### src/rtl/bcd_score_display.sv
// Decimal score unit: binary increments converted by double-dabble, digit-serial BCD add,
// saturating at all-nines, high-score tracking and 7-seg drive. Optional macro: SCORE_LZB_EN.
module bcd_score_display #(
    parameter int DIGITS = 4,
    parameter int ADD_W  = 8
) (
    input  logic                  clk,
    input  logic                  reset,
    input  logic                  add_valid,
    output logic                  add_ready,
    input  logic [ADD_W-1:0]      add_value,
    input  logic                  clear,
    input  logic                  show_high,
    output logic [4*DIGITS-1:0]   score_bcd,
    output logic [4*DIGITS-1:0]   high_bcd,
    output logic                  new_high,
    output logic                  saturated,
    output logic [7*DIGITS-1:0]   seg
);

    localparam int BW = 4 * DIGITS;
    localparam int MX = (ADD_W > DIGITS) ? ADD_W : DIGITS;
    localparam int CW = $clog2(MX) + 1;

    typedef enum logic [1:0] {IDLE, CONV, ADD, CMP} state_t;

    state_t          state_q, state_d;
    logic [ADD_W-1:0] val_q, val_d;
    logic [BW-1:0]   work_q, work_d;
    logic [BW-1:0]   acc_q, acc_d;
    logic [BW-1:0]   score_q, score_d;
    logic [BW-1:0]   high_q, high_d;
    logic            ovf_q, ovf_d;
    logic            carry_q, carry_d;
    logic            sat_q, sat_d;
    logic            nh_q, nh_d;
    logic [CW-1:0]   cnt_q, cnt_d;

    logic [BW-1:0]   adj;
    logic [4:0]      sum;
    logic [3:0]      digit;
    logic [BW-1:0]   commit;

    always_comb begin
        state_d = state_q;
        val_d   = val_q;
        work_d  = work_q;
        acc_d   = acc_q;
        score_d = score_q;
        high_d  = high_q;
        ovf_d   = ovf_q;
        carry_d = carry_q;
        sat_d   = sat_q;
        nh_d    = 1'b0;
        cnt_d   = cnt_q;

        adj = work_q;
        for (int i = 0; i < DIGITS; i++) begin
            if (work_q[4*i +: 4] >= 4'd5)
                adj[4*i +: 4] = work_q[4*i +: 4] + 4'd3;
        end

        sum   = {1'b0, acc_q[3:0]} + {1'b0, work_q[3:0]} + {4'b0, carry_q};
        digit = (sum > 5'd9) ? 4'(sum - 5'd10) : sum[3:0];

        commit = (ovf_q | carry_q) ? {DIGITS{4'h9}} : acc_q;

        if (clear) begin
            state_d = IDLE;
            score_d = '0;
            sat_d   = 1'b0;
        end else begin
            unique case (state_q)
                IDLE: begin
                    if (add_valid) begin
                        val_d   = add_value;
                        work_d  = '0;
                        acc_d   = score_q;
                        ovf_d   = 1'b0;
                        carry_d = 1'b0;
                        cnt_d   = '0;
                        state_d = CONV;
                    end
                end
                CONV: begin
                    work_d = {adj[BW-2:0], val_q[ADD_W-1]};
                    ovf_d  = ovf_q | adj[BW-1];
                    val_d  = val_q << 1;
                    cnt_d  = cnt_q + 1'b1;
                    if (cnt_q == CW'(ADD_W - 1)) begin
                        cnt_d   = '0;
                        state_d = ADD;
                    end
                end
                ADD: begin
                    // Sum digits rotate in at the top; after DIGITS steps acc_q is in order.
                    acc_d   = (acc_q >> 4) | (BW'(digit) << (BW - 4));
                    work_d  = work_q >> 4;
                    carry_d = (sum > 5'd9);
                    cnt_d   = cnt_q + 1'b1;
                    if (cnt_q == CW'(DIGITS - 1)) begin
                        cnt_d   = '0;
                        state_d = CMP;
                    end
                end
                CMP: begin
                    score_d = commit;
                    if (ovf_q | carry_q)
                        sat_d = 1'b1;
                    if (commit > high_q) begin
                        high_d = commit;
                        nh_d   = 1'b1;
                    end
                    state_d = IDLE;
                end
            endcase
        end
    end

    always_ff @(posedge clk or posedge reset) begin
        if (reset) begin
            state_q <= IDLE;
            val_q   <= '0;
            work_q  <= '0;
            acc_q   <= '0;
            score_q <= '0;
            high_q  <= '0;
            ovf_q   <= 1'b0;
            carry_q <= 1'b0;
            sat_q   <= 1'b0;
            nh_q    <= 1'b0;
            cnt_q   <= '0;
        end else begin
            state_q <= state_d;
            val_q   <= val_d;
            work_q  <= work_d;
            acc_q   <= acc_d;
            score_q <= score_d;
            high_q  <= high_d;
            ovf_q   <= ovf_d;
            carry_q <= carry_d;
            sat_q   <= sat_d;
            nh_q    <= nh_d;
            cnt_q   <= cnt_d;
        end
    end

    assign add_ready = (state_q == IDLE) & ~clear & ~reset;
    assign score_bcd = score_q;
    assign high_bcd  = high_q;
    assign new_high  = nh_q;
    assign saturated = sat_q;

    function automatic logic [6:0] seg7(input logic [3:0] n);
        logic [6:0] p;
        case (n)
            4'd0: p = 7'h40;
            4'd1: p = 7'h79;
            4'd2: p = 7'h24;
            4'd3: p = 7'h30;
            4'd4: p = 7'h19;
            4'd5: p = 7'h12;
            4'd6: p = 7'h02;
            4'd7: p = 7'h78;
            4'd8: p = 7'h00;
            4'd9: p = 7'h10;
            default: p = 7'h7F;
        endcase
        return p;
    endfunction

    logic [BW-1:0] sel;
`ifdef SCORE_LZB_EN
    logic lead;
`endif

    always_comb begin
        sel = show_high ? high_q : score_q;
        seg = '0;
        for (int i = 0; i < DIGITS; i++)
            seg[7*i +: 7] = seg7(sel[4*i +: 4]);
`ifdef SCORE_LZB_EN
        lead = 1'b1;
        for (int i = DIGITS - 1; i >= 1; i--) begin
            if (sel[4*i +: 4] != 4'd0)
                lead = 1'b0;
            if (lead)
                seg[7*i +: 7] = 7'h7F;
        end
`endif
    end

endmodule
### config.mk
export PLATFORM = sky130hd
export DESIGN_NAME = bcd_score_display
export DESIGN_NICKNAME = d
export VERILOG_FILES = /design/src/rtl/bcd_score_display.sv
export SDC_FILE = /design/constraint.sdc
export NUM_CORES = 1
export LEC_CHECK = 0
export BUFFER_PORTS_ARGS = -buffer_cell sky130_fd_sc_hd__buf_2
export CORE_ASPECT_RATIO = 0.7
export CORE_MARGIN = 2
export CORE_UTILIZATION = 59
export CTS_CLUSTER_SIZE = 40
export DETAILED_ROUTE_END_ITERATION = 16
export PLACE_DENSITY = 0.81
export SYNTH_ARGS = -nofsm -noshare
export SYNTH_HDL_FRONTEND = slang
export SYNTH_SLANG_ARGS = --single-unit
### constraint.sdc
create_clock -name clk -period 6.13 [get_ports clk]
set_input_delay 0.3065 -clock clk [delete_from_list [all_inputs] [get_ports clk]]
set_output_delay 0.3065 -clock clk [all_outputs]
set_load 0.005 [all_outputs]
* Word-level counts from Yosys, hierarchy flattened
Memories as Yosys holds them, arrays and structs flattened.
Index checks and enable logic that the tools add are counted.
** Storage, ports and cells
- Logic and storage cells :: 90
- ROM bits :: 448
- Output and inout port bits :: 63
- Memories kept :: 4
- Flip-flop bits (word level) :: 82
** Operators by class
- Reductions and logical operators :: 12
- Add/subtract/negate cells :: 8
- Order comparisons :: 6
- Muxes and demuxes :: 33
- Bitwise gates (word level) :: 7
- Eq/ne operators :: 9
** Memories
- (name not given) :: words 16, width 7, rd ports 1, clocked after Yosys merged registers in 0, wr ports 0, RTL line 156 : case (n)
- (name not given) :: words 16, width 7, rd ports 1, clocked after Yosys merged registers in 0, wr ports 0, RTL line 156
- (name not given) :: words 16, width 7, rd ports 1, clocked after Yosys merged registers in 0, wr ports 0, RTL line 156
- (name not given) :: words 16, width 7, rd ports 1, clocked after Yosys merged registers in 0, wr ports 0, RTL line 156
** Operators with widths (number)
- 16-bit 2-to-1 mux :: 6
- 16-bit one-hot mux with 3 select lines :: 1
- 4-bit 2-to-1 mux :: 8
- 16-bit one-hot mux with 2 select lines :: 1
- 4-bit by 2-bit adder with 4-bit output (second input constant) :: 4
- 4-bit by 3-bit >= comparator with 1-bit output (second input constant) :: 4
- 16-bit greater-than comparator :: 1
- 12-bit by 16-bit OR with 16-bit output :: 1
- 8-bit one-hot mux with 2 select lines :: 1
- 3-bit AND reduction :: 5
- 4-bit one-hot mux with 3 select lines :: 1
- 3-bit != test (second input constant) :: 3
- 2-bit 2-to-1 mux :: 4
- 8-bit 2-to-1 mux :: 1
- 2-bit one-hot mux with 4 select lines :: 1
- 2-bit nonzero test :: 4
- 1-bit 2-to-1 mux :: 7
- 4-bit by 4-bit adder with 5-bit output :: 1
- 5-bit by 1-bit adder with 5-bit output :: 1
- 5-bit by 4-bit greater-than comparator with 1-bit output (second input constant) :: 1
- 4-bit by 1-bit adder with 4-bit output (second input constant) :: 1
- 2-bit equality test (second input constant) :: 2
- 4-bit by 2-bit equality test with 1-bit output (second input constant) :: 1
- 4-bit by 3-bit equality test with 1-bit output (second input constant) :: 1
- other kinds (10) :: 14

* Longest topological paths before layout
- Depth after elaboration :: 6
- Gate-level depth with buffers :: 12
- Depth with buffers taken out :: 10

* Least setup slack after synthesis
No wires, ideal clock.
- Path type :: register to register
- Start :: register work_q[0]
- End :: register acc_q[14]
- Data required time :: 6.039 ns
- Period minus slack after synthesis :: 2.895 ns
- Setup slack :: 3.235 ns
- Cell stages (with the launch flop) :: 10
- Arrival time :: 2.805 ns
- Buffers on the path :: 0
- Library setup time :: 0.091 ns
- Cell sequence :: dfrtp_1 fa_1 fa_1 xnor2_1 ha_1 nor2b_1 a31o_2 o21ai_0 mux2_2 o221ai_1
** Between the ends
- Word-level cells in the longest chain between the ends :: 6
- Elaborated cells between the ends (all ways) :: 7
- Classes of those cells :: 3 x add/sub; 1 x order compare; 2 x mux; 1 x bitwise
** Ends and longest elaborated chain
- start: declaration :: RTL line 29 : logic [BW-1:0] work_q, work_d;
- start signal: assignment :: RTL line 136 : work_q <= work_d;
- 4-bit by 4-bit adder with 5-bit output (*) :: RTL line 63 : sum = {1'b0, acc_q[3:0]} + {1'b0, work_q[3:0]} + {4'b0, carry_q};
- 5-bit by 1-bit adder with 5-bit output (*) :: RTL line 63
- 4-bit subtractor or 5-bit by 4-bit greater-than comparator with 1-bit output (tied branches) :: RTL line 64 : digit = (sum > 5'd9) ? 4'(sum - 5'd10) : sum[3:0];
- 4-bit 2-to-1 mux (*) :: RTL line 64
- 12-bit by 16-bit OR with 16-bit output (*) :: RTL line 97 : acc_d = (acc_q >> 4) | (BW'(digit) << (BW - 4));
- 16-bit one-hot mux with 2 select lines (*) :: RTL line 73 : unique case (state_q)
- end signal: assignment :: RTL line 125 : acc_q <= '0;
- end signal: assignment :: RTL line 137 : acc_q <= acc_d;
- end: declaration :: RTL line 30 : logic [BW-1:0] acc_q, acc_d;
Every way passes the cells marked *; elsewhere a longest branch is shown, timed or not.
A chain may end at the register's enable or synchronous reset.

* Worst setup path in the final report
- Start :: register carry_q
- End :: register acc_q[14]
** Between the ends
- Word-level cells in the longest chain between the ends :: 5
- Elaborated cells between the ends (all ways) :: 6
- Classes of those cells :: 2 x add/sub; 1 x order compare; 2 x mux; 1 x bitwise
** Ends and longest elaborated chain
- start: declaration :: RTL line 34 : logic carry_q, carry_d;
- start signal: assignment :: RTL line 141 : carry_q <= carry_d;
- 5-bit by 1-bit adder with 5-bit output (*) :: RTL line 63
- 4-bit subtractor or 5-bit by 4-bit greater-than comparator with 1-bit output (tied branches) :: RTL line 64
- 4-bit 2-to-1 mux (*) :: RTL line 64
- 12-bit by 16-bit OR with 16-bit output (*) :: RTL line 97
- 16-bit one-hot mux with 2 select lines (*) :: RTL line 73
Marked as above.

==> flow_summary.ini <==
[synthesis]
syn_area_per_cell_um2 = 9.09
yosysWarnings = 0
synth_cell_types = 48
synthArstFlopShare = 1.00
synth_edf_count = 0
synth_nets = 688
ys_ff_latch = 82
ys.flop_type = dfrtp_1
syn-cell-area_um2 = 5650
seq_area_frac_synth = 0.363
postSynthCellCount = 622

[worst_hold_path]
min_path_type = input pin to flop
hold_depth = 3

[drt]
route.vias.total = 4838
firstDrtPassIters = 5
wl_per_cell_um = 16.8
vias_per_cell = 5.92
drt-initial-drc-count = 325
ant_nets = 0
wl_mm = 13.8
drc = 0

[timing]
worstMarginPinSlew_ns = 1.17
fin_crit_sh = 0.521
finalMaxSlewViolations = 0
rsz0062_at_grt = no
finalSetupTns_ns = 0
fmax_mhz = 313
finalCriticalPeriod_ns = 3.19
slew_headroom = 0.219
finalClockSkew_ns = 0.00660
setup_viol = 0
hold_viol = 0

[clock_network]
cts_buffers = 9
cts_htree_levels = 3
insertion_delay_ns = 0.34
cts_resized = 0
tritoncts = done
clockRootBuffer = clkbuf_16
cts_sinks = 82
postCtsSetupBuffers = 0
cts_max_path_buffers = 2
cts_hold_buf = 0
clk_pin_slew_ns = 0.06

[power]
power_uw = 2860
vdd_drop_max_uv = 218
leakagePower_uw = 0.00311
power.density_nw_per_um2 = 446

[worst_setup_path]
startpoint_type = flop
path_max_fanout = 12
cp.required_ns = 6.37
r2r_cells = 9
crit_path_end_kind = flop
critPathKind = flop to flop
cp.arrival_ns = 3.44

[floorplanning]
rows = 29
coreArea_um2 = 9180
initial_core_util = 0.616
fp.dieW_um = 121
die_height_um = 85.9
fp.dieArea_um2 = 10400
io_pins = 76

[grt]
grt_pass1_wl_mm = 22.7
grt_antenna_before_repair = 0
gr-total-overflow = 0
track_usage = 0.276
grt_pass1_vias = 4579
grt_start_max_net_pins = 83

[final_layout]
area_delta_synth_final_pct = 13.2
stdcell_area_um2 = 6400
post_route_cells_drive_above_1_share = 0.182
num_antenna_cells = 0
finalNetCount = 755

[place]
dp_hpwl_mm = 9.80
io_buffers = 75
place_area_um2 = 6120
gp_congestion = 0.892

[flow_run]
maxCapViolations = 0

[status]
run_status = completed
==> flip-flops by register name, summed over array words and instances (netlist names) <==
signal,cells
acc_q,16
high_bcd,16
score_bcd,16
work_q,16
val_q,8
cnt_q,4
state_q,2
carry_q,1
new_high,1
ovf_q,1
saturated,1
==> layout by cell type, fill, tap and decap left out, types with 6 or more instances in the layout <==
cell type / synthesis / final
mux2i_1: 50 / 50
nand2b_1: 12 / 12
mux2_2: 15 / 15
a21oi_1: 60 / 60
dfrtp_1: 82 / 82
mux2_4: 8 / 8
xnor2_1: 12 / 12
inv_1: 40 / 39
nand2_1: 46 / 46
a22oi_1: 14 / 14
nor2_1: 85 / 85
a21o_1: 6 / 6
o22ai_1: 10 / 10
clkbuf_16: 0 / 9
o21ai_0: 37 / 37
buf_2: 0 / 75
or3_1: 7 / 7
ha_1: 51 / 51
and2_1: 7 / 7
==> final cells by class <==
class / count / area, µm²
Timing Repair Buffer: 80 / 413
Fill cell: 664 / 2780
Multi-Input combinational cell: 476 / 3350
Clock buffer: 9 / 225
Clock inverter: 6 / 58.8
Inverter: 40 / 151
Tap cell: 124 / 155
Sequential cell: 82 / 2050
==> synthesized netlist by cell type, types with 3 or more instances <==
master	number	area share
nor2_1	85	0.056
dfrtp_1	82	0.36
a21oi_1	60	0.053
ha_1	51	0.11
mux2i_1	50	0.089
nand2_1	46	0.031
inv_1	40	0.027
o21ai_0	37	0.033
clkbuf_1	20	0.013
mux2_2	15	0.030
a22oi_1	14	0.019
nand2b_1	12	0.013
xnor2_1	12	0.019
o22ai_1	10	0.011
mux2_4	8	0.021
and2_1	7	0.0077
or3_1	7	0.0077
a21o_1	6	0.0080
a31oi_1	5	0.0055
nand3_1	5	0.0044
nor2b_1	5	0.0055
o21a_1	5	0.0066
xor2_1	4	0.0062
a22o_1	3	0.0046
==> worst paths after layout <==
path | start | to | slack (ns)
max | carry_q | acc_q[14] | 2.94
min | add_value[1] | val_q[1] | 0.28
max reg2reg | carry_q | acc_q[14] | 2.94
min reg2reg | saturated | saturated | 0.52
max in group asynchronous | reset | val_q[5] | 5.16
min in group asynchronous | reset | val_q[0] | 0.30
==> metrics by stage <==
step	instances	hold slack [ns]	worst slack, ns	utilization
3_5_place_dp	802	0.505	2.97	0.666
4_1_cts	817	0.270	2.95	0.697
2_1_floorplan	622	0.461	3.23	-
5_1_grt	817	0.296	2.78	0.697
3_3_place_gp	802	0.497	3.16	0.666
6_report	817	0.278	2.94	0.697
==> critical path: stages (launching register included) <==
cell and delay (ns):
dfrtp_1 0.50, fa_1 0.47, fa_1 0.42, xnor2_1 0.18
ha_1 0.24, nor2b_1 0.13, a31o_2 0.22, o21ai_0 0.36
mux2_2 0.39, o221ai_1 0.20
==> routing by layer <==
layer / up-vias / track usage / routed length, µm
met5: - / 0 / 0
met4: 0 / 0.0719 / 161
met3: 20 / 0.0539 / 893
met2: 179 / 0.430 / 6120
met1: 2343 / 0.397 / 6590
li1: 2296 / - / -
==> report_power, final <==
part	internal [µW]	total (µW)	switching (µW)
combinational	640	1490	852
sequential	681	842	161
clock	311	525	214
==> logic make-up (layout without fill, tap and decap cells) <==
group                      count (synthesis)  after routing  share of synthesized area
buffers and inverters                     64            135                     0.0454
muxes                                     73             73                      0.140
xor gates and xnor gates                  16             16                     0.0248
adders and majority gates                 53             53                      0.120
AOI/OAI and AO/OA                        154            154                      0.164
and+or+nand+nor                          180            180                      0.143
DFF                                       82             82                      0.363
Note: power is estimated with default switching activity, not from simulation.
